**src/rtl/hs4_rx_pkg.sv**
```systemverilog
// hs4_rx_pkg: shared types and constants for the hs4_rx_sink block.
//   state_e      - handshake FSM states (IDLE, ACK_HI)
//   SYNC_STAGES  - request synchronizer depth: 3 when HS4_RX_SYNC3_EN is
//                  defined, otherwise 2
//   lvl_w()      - width of the buffered-word counter for a given depth
package hs4_rx_pkg;

  typedef enum logic {
    IDLE   = 1'b0,
    ACK_HI = 1'b1
  } state_e;

`ifdef HS4_RX_SYNC3_EN
  localparam int SYNC_STAGES = 3;
`else
  localparam int SYNC_STAGES = 2;
`endif

  // The counter must reach DEPTH itself, so it needs one bit more than the
  // pointers.
  function automatic int lvl_w(input int depth);
    return $clog2(depth) + 1;
  endfunction

endpackage

```
**src/rtl/hs4_rx_sink_if.sv**
```systemverilog
// hs4_rx_sink_if: four-phase input side and valid/ready output side of the
// hs4_rx_sink block.
//   req_in/data_in/ack_out          - bundled-data four-phase handshake
//   out_valid/out_ready/out_data    - synchronous stream of buffered words
//   level                           - buffered word count
// Modports: slave = the sink block, master = the environment driving it.
interface hs4_rx_sink_if #(
  parameter int DATA_WIDTH = 3,
  parameter int DEPTH      = 4
);
  import hs4_rx_pkg::*;

  logic                        req_in;
  logic [DATA_WIDTH-1:0]       data_in;
  logic                        ack_out;
  logic                        out_valid;
  logic                        out_ready;
  logic [DATA_WIDTH-1:0]       out_data;
  logic [lvl_w(DEPTH)-1:0]     level;

  modport master (
    output req_in, data_in, out_ready,
    input  ack_out, out_valid, out_data, level
  );

  modport slave (
    input  req_in, data_in, out_ready,
    output ack_out, out_valid, out_data, level
  );

endinterface

```
**src/rtl/hs4_rx_sink_sync.sv**
```systemverilog
// hs_sync: N-flop single-bit synchronizer, synchronous active-high reset to 0.
//   clk, rst - clock and reset
//   d_i      - asynchronous input
//   q_o      - synchronized output (last flop)
// N must be at least 2.
module hs_sync #(
  parameter int N = 2
) (
  input  logic clk,
  input  logic rst,
  input  logic d_i,
  output logic q_o
);

  logic [N-1:0] ff_q;

  always_ff @(posedge clk) begin
    if (rst) ff_q <= '0;
    else     ff_q <= {ff_q[N-2:0], d_i};
  end

  assign q_o = ff_q[N-1];

endmodule

```
**src/rtl/hs4_rx_sink.sv**
```systemverilog
// hs4_rx_sink: clocked terminator of a four-phase req/ack async FIFO chain.
// The request is synchronized (data is bundled and never synchronized), one
// word is pushed per full req/ack cycle into a DEPTH-entry circular buffer,
// and the buffer is drained through a valid/ready port.
//   clk, rst  - system clock, synchronous active-high reset
//   bus       - hs4_rx_sink_if.slave (handshake in, stream out, level)
// Build option: HS4_RX_SYNC3_EN selects a 3-flop request synchronizer.
module hs4_rx_sink
  import hs4_rx_pkg::*;
#(
  parameter int DATA_WIDTH = 3,
  parameter int DEPTH      = 4
) (
  input  logic          clk,
  input  logic          rst,
  hs4_rx_sink_if.slave  bus
);

  localparam int PW = $clog2(DEPTH);
  localparam int LW = lvl_w(DEPTH);

  logic                  req_s;
  state_e                state_q;
  logic                  ack_q;
  logic [PW-1:0]         wr_ptr_q, rd_ptr_q;
  logic [LW-1:0]         level_q, level_d;
  logic [DATA_WIDTH-1:0] mem_q [DEPTH];
  logic                  full, push, pop;

  hs_sync #(.N(SYNC_STAGES)) u_sync (
    .clk (clk),
    .rst (rst),
    .d_i (bus.req_in),
    .q_o (req_s)
  );

  // Full uses the registered level: a pop this cycle frees a slot only for
  // the next cycle, keeping the push decision independent of out_ready.
  assign full = (level_q == LW'(DEPTH));
  assign push = (state_q == IDLE) && req_s && !full;
  assign pop  = (level_q != '0) && bus.out_ready;

  // A full buffer simply holds IDLE with ack low, which stalls the sender.
  always_ff @(posedge clk) begin
    if (rst) begin
      state_q <= IDLE;
      ack_q   <= 1'b0;
    end else begin
      case (state_q)
        IDLE: if (push) begin
          ack_q   <= 1'b1;
          state_q <= ACK_HI;
        end
        ACK_HI: if (!req_s) begin
          ack_q   <= 1'b0;
          state_q <= IDLE;
        end
        default: begin
          ack_q   <= 1'b0;
          state_q <= IDLE;
        end
      endcase
    end
  end

  always_comb begin
    level_d = level_q;
    case ({push, pop})
      2'b10:   level_d = level_q + LW'(1);
      2'b01:   level_d = level_q - LW'(1);
      default: level_d = level_q;
    endcase
  end

  always_ff @(posedge clk) begin
    if (rst) begin
      wr_ptr_q <= '0;
      rd_ptr_q <= '0;
      level_q  <= '0;
    end else begin
      if (push) wr_ptr_q <= wr_ptr_q + PW'(1);
      if (pop)  rd_ptr_q <= rd_ptr_q + PW'(1);
      level_q <= level_d;
    end
  end

  // Storage is not reset; reset empties the buffer through the counters.
  always_ff @(posedge clk) begin
    if (push) mem_q[wr_ptr_q] <= bus.data_in;
  end

  assign bus.ack_out   = ack_q;
  assign bus.out_valid = (level_q != '0);
  assign bus.out_data  = mem_q[rd_ptr_q];
  assign bus.level     = level_q;

endmodule
```
**src/flat_wrapper.sv**
```systemverilog
// flat-port wrapper written by rule: the top's interface ports become plain ports
module hs4_rx_sink_flat import hs4_rx_pkg::*;
#(
  parameter int DATA_WIDTH = 3,
  parameter int DEPTH      = 4
)
  (clk, rst, bus_req_in, bus_data_in, bus_out_ready, bus_ack_out, bus_out_valid, bus_out_data, bus_level);
  hs4_rx_sink_if #(.DATA_WIDTH(DATA_WIDTH), .DEPTH(DEPTH)) bus_i ();
  input  logic clk;
  input  logic rst;
  input wire logic [$bits(bus_i.req_in)-1:0] bus_req_in;
  input wire logic [$bits(bus_i.data_in)-1:0] bus_data_in;
  input wire logic [$bits(bus_i.out_ready)-1:0] bus_out_ready;
  output wire logic [$bits(bus_i.ack_out)-1:0] bus_ack_out;
  output wire logic [$bits(bus_i.out_valid)-1:0] bus_out_valid;
  output wire logic [$bits(bus_i.out_data)-1:0] bus_out_data;
  output wire logic [$bits(bus_i.level)-1:0] bus_level;
  assign bus_i.req_in = bus_req_in;
  assign bus_i.data_in = bus_data_in;
  assign bus_i.out_ready = bus_out_ready;
  assign bus_ack_out = bus_i.ack_out;
  assign bus_out_valid = bus_i.out_valid;
  assign bus_out_data = bus_i.out_data;
  assign bus_level = bus_i.level;
  hs4_rx_sink #(.DATA_WIDTH(DATA_WIDTH), .DEPTH(DEPTH)) u_core (.clk(clk), .rst(rst), .bus(bus_i));
endmodule
```
**config.mk**
```make
export PLATFORM = sky130hd
export DESIGN_NAME = hs4_rx_sink_flat
export DESIGN_NICKNAME = d
export VERILOG_FILES = /design/src/rtl/hs4_rx_pkg.sv /design/src/rtl/hs4_rx_sink_if.sv /design/src/rtl/hs4_rx_sink_sync.sv /design/src/rtl/hs4_rx_sink.sv /design/src/flat_wrapper.sv
export SDC_FILE = /design/constraint.sdc
export NUM_CORES = 1
export LEC_CHECK = 0
export CAP_MARGIN = 20
export CORE_MARGIN = 3
export CORE_UTILIZATION = 50
export DETAILED_ROUTE_END_ITERATION = 8
export PLACE_DENSITY = 0.8
export SYNTH_ARGS = -nofsm -noshare
export SYNTH_HDL_FRONTEND = slang
export SYNTH_SLANG_ARGS = --single-unit
```
**constraint.sdc**
```tcl
create_clock -name clk -period 7.45 [get_ports clk]
set_input_delay 1.1175 -clock clk [delete_from_list [all_inputs] [get_ports clk]]
set_output_delay 1.1175 -clock clk [all_outputs]
set_load 0.02 [all_outputs]
```
# == Word level (Yosys, flattened, before mapping) ==
# Memories as Yosys holds them, arrays and structs flattened. A register that Yosys moved wholly into a read port is not among the register bits.
# Index checks and enable logic that the tools add are counted.
# classes
muxes,10
n_reduce_logical,7
n_addsub,4
n_bitwise,1
eq_ne,5
# ops
cell,n
case mux 3 bit (2 select lines),1
two-way mux 1 bit,5
"adder 2 x 1 -> 2 bit, second input constant",2
two-way mux 2 bit,2
case mux 1 bit (2 select lines),2
"adder 3 x 1 -> 3 bit, second input constant",1
"equality test 3 bit, second input constant",1
logical AND 1 bit,3
nonzero test 3 bit,1
"subtractor 3 x 1 -> 3 bit, second input constant",1
"equality test 2 x 1 -> 1 bit, second input constant",1
"equality test 2 bit, second input constant",1
"inequality test 2 x 1 -> 1 bit, second input constant",1
"inequality test 2 bit, second input constant",1
AND reduction 2 bit,1
nonzero test 2 bit,1
zero test 1 bit,1
inverter 1 bit,1
# word_totals
mem_bits_rw,12
mem_count,1
ff_bits,11
# memory_table
name,words,word_bits,read_ports,rd_ports_with_merged_regs,wr,line,source
u_core.mem_q,4,3,1,1,1,hs4_rx_sink.sv:27,logic [DATA_WIDTH-1:0] mem_q [DEPTH];

# == Depth between registers and ports, before layout ==
# Gate-level depths: netlist (run 1).
# depth
word_depth,5
depth_mapped,10
mapped_depth_nobuf,9

# == Hierarchy ==
# From an unflattened synthesis (run 1), not the netlist that was laid out.
# unflattened
cells_unflattened,78
area_unflattened_um2,1042.2
# modules_own_cells
module,cells_each,seq_area_each_um2,area_per_inst_um2,n_inst
hs4_rx_sink,74,580.6,989.7,1
hs_sync,4,40.0,52.6,1

# == Worst setup path before layout (run 1) ==
# OpenSTA, ideal clock, no wires.
# synth_timing
path_type,input-to-reg
start,input bus_out_ready
end,"register u_core.level_q[2], in the netlist u_core.bus.level[2]"
path_slack_ns,4.871
stages,7
path_buffers,0
t_arrival_ns,2.508
setup_ns,0.071
cell_sequence,o31a_2 -> ha_1 -> inv_1 -> fa_1 -> xor2_1 -> or3_2 -> a21oi_1
# synth_via
elab_chain_cells,3
word_cells_on_any_way,5
cone_classes,2 x eq/ne; 1 x mux; 2 x reduce/logical
# synth_lines
element,line,source
start: declaration,flat_wrapper.sv:13,input wire logic [$bits(bus_i.out_ready)-1:0] bus_out_ready;
logical AND 1 bit (*),hs4_rx_sink.sv:41,assign pop = (level_q != '0) && bus.out_ready;
equality test 2 x 1 -> 1 bit / equality test 2 bit (equally long branches),hs4_rx_sink.sv:68,"case ({push, pop})"
case mux 3 bit (2 select lines) / nonzero test 2 bit (equally long branches),--,
end signal: assignment,hs4_rx_sink.sv:83,level_q <= level_d;
end: declaration,hs4_rx_sink.sv:26,"logic [LW-1:0] level_q, level_d;"
# Every way passes the cells marked *; elsewhere a longest branch is shown, timed or not.
# A chain may end at the register's enable or synchronous reset.

==> results of run 1 <==
[final cells by class]
class	instances	area (µm²)	area share
multi-input combinational	44	380	0.311
tap	25	31.3	0.0255
inverter	7	26.3	0.0215
clock buffer	4	26.3	0.0215
sequential	25	621	0.507
timing repair buffer	14	140	0.114
[registers in the layout, indices dropped and copies added (netlist names), named ones only]
| signal | flops |
|---|---|
| u_core.bus.ack_out | 1 |
| u_core.bus.level | 3 |
| u_core.mem_q | 12 |
| u_core.rd_ptr_q | 2 |
| u_core.state_q | 1 |
| u_core.u_sync.ff_q | 2 |
| u_core.wr_ptr_q | 2 |
[report_power, final]
part           leakage, nW  internal [W]  total (W)  switching, W
combinational        0.201     0.0000497  0.0000937     0.0000440
clock               0.0150     0.0000209  0.0000569     0.0000360
sequential           0.214      0.000155   0.000168     0.0000136
total                0.430      0.000226   0.000319     0.0000936
[cell usage in the layout, fill, tap and decap left out, drive strengths merged]
master         instances
nor2b                  2
mux4                   3
dfxtp                 13
o21ai                  2
o31a                   1
and2                   4
xor2                   3
mux2i                  1
clkdlybuf4s50         14
nor3b                  1
a21oi                  3
or3                    2
edfxtp                12
inv                    7
o311ai                 1
fa                     1
or3b                   1
ha                     5
clkbuf                 4
xnor2                  1
and3                   1
nor2                   9
mux2                   1
nand2b                 2
[worst paths after layout]
path                                              end  slack [ps]                  start  cells after the start
worst max register to register    u_core.bus.level[2]        4850    u_core.bus.level[2]                      9
worst min register to register  u_core.u_sync.ff_q[1]         460  u_core.u_sync.ff_q[0]                      1
worst min-delay path            u_core.u_sync.ff_q[1]         460  u_core.u_sync.ff_q[0]                      1
worst max-delay path                  bus_out_data[1]        4520               register                      2
[cells by family (layout without fill, tap and decap cells)]
| family | after synthesis | in the layout | synth area share |
|---|---|---|---|
| buffers and inverters | 9 | 25 | 0.0396 |
| AOI/OAI and AO/OA | 7 | 7 | 0.0420 |
| muxes | 5 | 5 | 0.0888 |
| DFF | 25 | 25 | 0.595 |
| adders and majority gates | 6 | 6 | 0.0792 |
| xor gates and xnor gates | 4 | 4 | 0.0336 |
| and+or+nand+nor | 22 | 22 | 0.121 |
[Yosys cell counts, drive strengths merged]
library cell / number
o21ai: 2
or3b: 1
nor2b: 2
clkbuf: 1
mux2i: 1
o311ai: 1
mux4: 3
xor2: 3
ha: 5
mux2: 1
buf: 1
and3: 1
or3: 2
edfxtp: 12
a21oi: 3
xnor2: 1
inv: 7
nor3b: 1
and2: 4
nand2b: 2
nor2: 9
o31a: 1
dfxtp: 13
fa: 1
[through the flow]
step	std cells	utilization
floorplan	78	-
global placement	115	0.652
detailed placement	115	0.652
CTS	119	0.666
global route	119	0.666
finish	119	0.666
[per-layer routing]
| layer | share of wire | GRT usage | wire (µm) |
|---|---|---|---|
| met3 | 0.050 | 0.0630 | 86 |
| met5 | 0 | 0 | 0 |
| met1 | 0.41 | 0.172 | 702 |
| met2 | 0.54 | 0.263 | 916 |
| met4 | 0 | 0.0393 | 0 |
[worst register-to-register path, stage by stage, from the launching register on]
cell	delay (ps)
dfxtp_1	450
or3b_1	400
and3_1	280
inv_1	100
ha_1	180
inv_1	60
fa_1	370
xor2_1	150
or3_2	400
a21oi_1	140
==> impl_metrics.csv, run 1 <==
group,metric,value,unit
outcome,status,"completed",
sta,fmax,0.341,GHz
die,fp.dieH,51.7,µm
drt,drtPass1Iterations,4,
grt,antenna_found_initial,0,
die,core,1840,µm²
place,post_dp_cell_area,1200,µm²
place,place_ws,4280,ps
cts,root_buffer,"clkbuf_4",
drt,drt-initial-drc-count,6,
sta,finClkSkew,1.80,ps
synthesis,syn_nets,91,
pwr,p_total,0.000319,W
critical_path,endpoint_kind,"output pin",
pwr,irDropWorstVdd,0.137,mV
sta,setup_violations,0,
place,hpwl,1330,µm
final_layout,final_area,1220,µm²
sta,fin_crit,2930,ps
critical_path,crit_buf_inv,1,
synthesis,netlist_area,1040,µm²
grt,overflow,0,
cts,cts_tree,"yes",
place,place_congestion,0.737,
cts,cts_sinks,25,
die,die_area,2670,µm²
die,io_pins,15,
critical_path,cp_max_fo,3,
sta,rsz0062_at_grt,"no",
sta,slew_violations,0,
critical_path,cp_slowest_cell,"clkdlybuf4s50_1",
final_layout,diodes,0,
cts,clk_pin_slew_worst_paths,120,ps
sta,tightest_slew,465,ps
sta,final_hold_viol_count,0,
cts,numCtsBuffers,3,
synthesis,synthDistinctLibCells,24,
cts,cts_hold_buffers,0,
sta,layout_setup_ws,4520,ps
worst_hold_path,min_path_type,"register to register",
cts,h-tree-depth,1,
synthesis,synth_cells,78,
drt,wire_per_inst,14.3,µm
die,start_util,0.567,
sta,setup_tns,0,ps
synthesis,syn_area_per_cell,13.4,µm²
pwr,p_leak,0.430,nW
cts,cts_setup_buffers,0,
drt,vias_per_cell,5.10,
place,port_buffers,14,
synthesis,yosysTopAreaCell,"edfxtp_1",
synthesis,synth_top_area_share,0.346,
critical_path,cp-start-kind,"register",
grt,grt_max_degree,15,
die,rows,15,
synthesis,synthTopCellsByArea,"edfxtp_1 35%, dfxtp_1 25%, mux4_2 6.5%",
synthesis,ys.warnings.count,0,
final_layout,num-fill-cells,151,
grt,grt_use_total,0.152,
run,cap_violations,0,
sta,fin_crit_sh,0.394,
grt,grt_pass1_wl,2840,µm
drt,ant_nets,0,
grt,grt_pass1_vias,607,
sta,timing.hold.ws,458,ps
drt,drc,0,
die,die_w,51.7,µm
cts,clk_latency,310,ps
critical_path,worst_ep_required_time,6330,ps
critical_path,worstPathCellList,"mux4_2, clkdlybuf4s50_1",
cts,cts_resized,0,
final_layout,syn2layout_area_growth,17.5,%
drt,routed_wirelength,1710,µm
synthesis,synth.ff_latch_count,25,
synthesis,yosysSeqAreaShare,0.595,
critical_path,crit_type,"register to output pin",
drt,vias,607,
pwr,power_density,261,nW/µm²
cts,clockBufferDepth,2,
final_layout,drive_gt1_frac,0.149,
critical_path,cpLargestDelayFamily,"buffers and inverters",
critical_path,arrival,1820,ps
critical_path,critPathMaxStageDelay,550,ps
sta,maxSlewHeadroom,0.689,
final_layout,fin_nets,108,
Note: power is estimated with default switching activity, not from simulation.
==> run 2: changes to the inputs <==
- clock period: 7.45 -> 3 ns (I/O delays scaled with it)
==> impl_metrics.csv, run 2 (synthesis results as in run 1) <==
group,metric,value,unit
sta,fin_crit_sh,0.873,
run,cap_violations,0,
worst_hold_path,hold_depth,1,
die,fp.dieH,51.7,µm
grt,grt_max_degree,15,
drt,ant_nets,0,
pwr,power_switching,0.000231,W
place,place_congestion,0.716,
sta,tightest_slew,470,ps
cts,clockBufferDepth,2,
worst_hold_path,whs_endpoint,"u_core.u_sync.ff_q[1]",
die,rows,15,
place,port_buffers,14,
die,die_area,2670,µm²
die,io_pins,15,
critical_path,endpoint_kind,"register",
cts,cts_sinks,25,
sta,maxSlewHeadroom,0.685,
grt,grt_use_total,0.140,
pwr,p_leak,0.434,nW
drt,drt-initial-drc-count,18,
pwr,p_sw_frac,0.289,
final_layout,syn2layout_area_growth,17.9,%
cts,cts_setup_buffers,0,
critical_path,reg2regPathDepth,9,
cts,h-tree-depth,1,
die,die_w,51.7,µm
cts,cts_resized,0,
critical_path,cp_max_fo,7,
cts,clk_pin_slew_worst_paths,120,ps
pwr,irDropWorstVdd,0.489,mV
sta,setup_tns,0,ps
pwr,power_density,651,nW/µm²
final_layout,fin_nets,108,
die,core,1840,µm²
final_layout,diodes,0,
drt,vias,613,
final_layout,largest_register,"u_core.mem_q",
pwr,p_seq_frac,0.522,
cts,root_buffer,"clkbuf_4",
worst_hold_path,min_path_type,"register to register",
die,start_util,0.567,
sta,slew_violations,0,
critical_path,cp-start-kind,"register",
sta,fin_crit,2620,ps
grt,grt_pass1_wl,2660,µm
critical_path,reg2reg_from,"u_core.bus.level[2]",
grt,overflow,0,
outcome,status,"completed",
cts,clk_latency,300,ps
critical_path,worst_ep_required_time,3230,ps
drt,drc,0,
cts,cts_tree,"yes",
final_layout,largest_reg_flops,12,
drt,routed_wirelength,1640,µm
grt,antenna_found_initial,0,
grt,grt_pass1_vias,598,
critical_path,crit_type,"register to register",
final_layout,final_area,1230,µm²
cts,cts_hold_buffers,0,
critical_path,arrival,2850,ps
sta,timing.hold.ws,460,ps
final_layout,final_cell_mix,"14 x clkdlybuf4s50_1, 13 x dfxtp_1, 12 x edfxtp_1",
drt,wire_per_inst,13.7,µm
final_layout,final_common_cell,"clkdlybuf4s50_1",
place,post_dp_cell_area,1200,µm²
pwr,comb_power_share,0.292,
sta,final_hold_viol_count,0,
sta,fmax,0.382,GHz
cts,numCtsBuffers,3,
final_layout,drive_gt1_frac,0.160,
place,hpwl,1280,µm
pwr,intPower,0.000569,W
critical_path,rrSetupSlack,380,ps
worst_hold_path,hp-start,"u_core.u_sync.ff_q[0]",
sta,rsz0062_at_grt,"no",
drt,vias_per_cell,5.15,
critical_path,r2r-end,"u_core.bus.level[2]",
drt,drtPass1Iterations,4,
pwr,clkPwrFrac,0.186,
sta,finClkSkew,5.94,ps
sta,setup_violations,0,
[run 2: changes by cell type in the layout (fill, tap and decap cells not counted)]
| cell | delta |
|---|---|
| clkbuf_1 | -1 |
| clkbuf_4 | +1 |
[run 2: power groups by stage]
stage	Sequential, W	Clock, W	Combinational (W)
2_1_floorplan	0.000431	0	0.000136
3_3_place_gp	0.000425	0	0.000227
3_5_place_dp	0.000427	0	0.000236
4_1_cts	0.000419	0.000154	0.000236
5_1_grt	0.000425	0.000162	0.000254
6_report	0.000418	0.000149	0.000233
[run 2: worst max-delay path, stage by stage (launching register included)]
cell and delay [ps]:
dfxtp_1 420, or3b_1 400, and3_1 280, inv_1 100, ha_1 190, inv_1 60, fa_1 390, xor2_1 170
or3_2 410, a21oi_1 140
[run 2: final cells by class]
cell class / count / area (µm²)
Sequential cell: 25 / 621
Timing Repair Buffer: 14 / 140
Inverter: 7 / 26.3
Tap cell: 25 / 31.3
Clock buffer: 4 / 30.0
Fill cell: 162 / 611
Multi-Input combinational cell: 44 / 380
[run 2: metrics by stage]
step | utilization | setup WS [ps] | std cells | total power, W
6_report | 0.668 | 381 | 119 | 0.000800
5_1_grt | 0.668 | 246 | 119 | 0.000841
2_1_floorplan | - | 451 | 78 | 0.000567
4_1_cts | 0.668 | 363 | 119 | 0.000809
3_3_place_gp | 0.652 | 538 | 115 | 0.000653
3_5_place_dp | 0.652 | 400 | 115 | 0.000663
[run 2: worst max path at each step]
stage | startpoint | slack [ps] | cells after the start | end
finish | u_core.bus.level[2] | 380 | 9 | u_core.bus.level[2]
global route | u_core.bus.level[2] | 250 | 9 | u_core.bus.level[2]
CTS | u_core.bus.level[2] | 360 | 9 | u_core.bus.level[2]
detailed placement | u_core.bus.level[2] | 400 | 9 | u_core.bus.level[2]
global placement | u_core.bus.level[2] | 540 | 9 | u_core.bus.level[2]
floorplan | u_core.bus.level[2] | 450 | 10 | u_core.bus.level[2]
[run 2: metal layers]
layer	up-vias	global-route usage	wire length, µm
met2	8	0.239	878
li1	300	-	-
met5	-	0	0
met3	2	0.0287	59
met1	303	0.169	684
met4	0	0.0655	13
==> run 3: changes to the inputs <==
- SYNTH_HIERARCHICAL: not set -> 1
==> impl_metrics.csv, run 3 <==
group,metric,value,unit
cts,clk_latency,310,ps
final_layout,final_common_cell,"clkdlybuf4s50_1",
critical_path,r2r-end,"u_core/bus.level[2]",
critical_path,worstPathCellList,"or3b_1, and3_1, inv_1, ha_1, inv_1, fa_1, xor2_1, or3_2, a21oi_1",
final_layout,drive_gt1_frac,0.160,
sta,fin_crit,2600,ps
run,cap_violations,0,
pwr,p_total,0.000789,W
synthesis,synth-edff-count,12,
critical_path,crit_buf_inv,2,
critical_path,crit_path_start,"u_core/bus.level[2]",
grt,grt_max_degree,15,
critical_path,arrival,2820,ps
cts,cts_tree,"yes",
sta,rsz0062_at_grt,"no",
die,fp.dieH,51.7,µm
final_layout,largest_register,"u_core/mem_q",
sta,setup_tns,0,ps
outcome,status,"completed",
final_layout,largest_reg_flops,12,
critical_path,cp_num_cells,9,
grt,antenna_found_initial,0,
critical_path,cpLargestDelayFamily,"simple AND/OR/NAND/NOR gates",
worst_hold_path,min_path_type,"register to register",
critical_path,crit_type,"register to register",
pwr,power_density,643,nW/µm²
synthesis,ys.warnings.count,6,
sta,layout_setup_ws,401,ps
final_layout,utilization,0.667,
sta,finClkSkew,18.0,ps
drt,vias_per_cell,4.97,
cts,clk_pin_slew_worst_paths,120,ps
place,place_inst,115,
cts,cts_hold_buffers,0,
critical_path,critPathMaxStageDelay,430,ps
synthesis,synth.ff_latch_count,25,
critical_path,endpoint_kind,"register",
die,core,1840,µm²
place,hpwl,1230,µm
synthesis,netlist_area,1040,µm²
critical_path,critical_path.most_common_cell,"inv_1",
synthesis,syn_area_per_cell,13.4,µm²
drt,drt-initial-drc-count,10,
drt,vias,591,
final_layout,final_cell_mix,"14 x clkdlybuf4s50_1, 13 x dfxtp_1, 12 x edfxtp_1",
critical_path,cp-start-kind,"register",
die,die_w,51.7,µm
critical_path,cp_max_fo,7,
drt,routed_wirelength,1570,µm
die,die_area,2670,µm²
place,place_ws,444,ps
sta,final_hold_viol_count,0,
final_layout,syn2layout_area_growth,17.6,%
sta,fin_crit_sh,0.866,
final_layout,fin_cells,119,
sta,tightest_slew,464,ps
drt,wire_per_inst,13.2,µm
drt,drc,0,
grt,grt_pass1_vias,604,
grt,grt_pass1_wl,2730,µm
synthesis,synth_top_area_share,0.346,
sta,setup_violations,0,
cts,cts_resized,0,
synthesis,syn_nets,91,
synthesis,ys_async_sr_fraction,0,
die,rows,15,
cts,clockBufferDepth,2,
cts,h-tree-depth,1,
critical_path,reg2reg_from,"u_core/bus.level[2]",
grt,grt_use_total,0.137,
critical_path,cp_slowest_cell,"dfxtp_1",
sta,slew_violations,0,
synthesis,synthDistinctLibCells,24,
sta,maxSlewHeadroom,0.689,
synthesis,yosysTopAreaCell,"edfxtp_1",
drt,drtPass1Iterations,3,
die,start_util,0.567,
synthesis,synth_common_cells,"13 x dfxtp_1, 12 x edfxtp_1, 9 x nor2_1",
worst_hold_path,hp-start,"u_core/u_sync/ff_q[0]",
final_layout,num-fill-cells,156,
synthesis,yosysSeqAreaShare,0.595,
synthesis,synth.most_common_cell,"dfxtp_1",
drt,ant_nets,0,
final_layout,fin_nets,108,
synthesis,synth_ff_type,"dfxtp_1",
cts,numCtsBuffers,3,
cts,root_buffer,"clkbuf_4",
worst_hold_path,hold_depth,1,
place,place_congestion,0.729,
critical_path,worst_ep_required_time,3220,ps
pwr,irDropWorstVdd,0.349,mV
final_layout,register_area,621,µm²
cts,cts_sinks,25,
cts,cts_setup_buffers,0,
final_layout,diodes,0,
pwr,p_leak,0.432,nW
critical_path,rrSetupSlack,400,ps
synthesis,synth_cells,78,
synthesis,synthTopCellsByArea,"edfxtp_1 35%, dfxtp_1 25%, mux4_2 6.5%",
critical_path,reg2regPathDepth,9,
final_layout,multi_input_area,380,µm²
place,port_buffers,14,
sta,fmax,0.385,GHz
worst_hold_path,whs_endpoint,"u_core/u_sync/ff_q[1]",
grt,overflow,0,
die,io_pins,15,
==> run 3: where the power goes <==
group          internal, W  switching (W)
clock network    0.0000496      0.0000915
logic             0.000122       0.000109
registers         0.000385      0.0000326
==> run 3: how the worst max path moves through the flow <==
stage | endpoint | slack [ps]
after detailed placement | u_core/bus.level[2] | 440
after global placement | u_core/bus.level[2] | 520
after CTS | u_core/bus.level[2] | 400
final | u_core/bus.level[2] | 400
after floorplan | u_core/bus.level[2] | 440
after global routing | u_core/bus.level[2] | 220
==> run 3: cells by family after synthesis <==
| logic type | Yosys count | share of synthesized area |
|---|---|---|
| XOR/XNOR | 4 | 0.0336 |
| flip-flops | 25 | 0.595 |
| AO/OA/AOI/OAI | 7 | 0.0420 |
| multiplexers | 5 | 0.0888 |
| adder cells (fa/ha/maj) | 6 | 0.0792 |
| AND/OR/NAND/NOR | 22 | 0.121 |
| buffers and inverters | 9 | 0.0396 |
==> run 3: per-layer routing <==
metal / vias up / track usage / wire length (µm)
met2: 8 / 0.214 / 761
met1: 279 / 0.197 / 749
met3: 2 / 0.0287 / 51
met5: - / 0 / 0
li1: 302 / - / -
met4: 0 / 0.0262 / 12
==> run 3: area by class of cell <==
class                   instances  area share
clock buffers                   3      0.0184
multi-input cells              44       0.310
well taps                      25      0.0255
repair buffers                 14       0.114
inverters                       7      0.0214
flip-flops and latches         25       0.506
clock inverters                 1     0.00408
==> run 3: metrics by stage <==
stage	hold WS, ps	area (µm²)
after floorplan	414	1040
after global placement	423	1200
after detailed placement	443	1200
after CTS	462	1230
after global routing	480	1230
final	459	1230
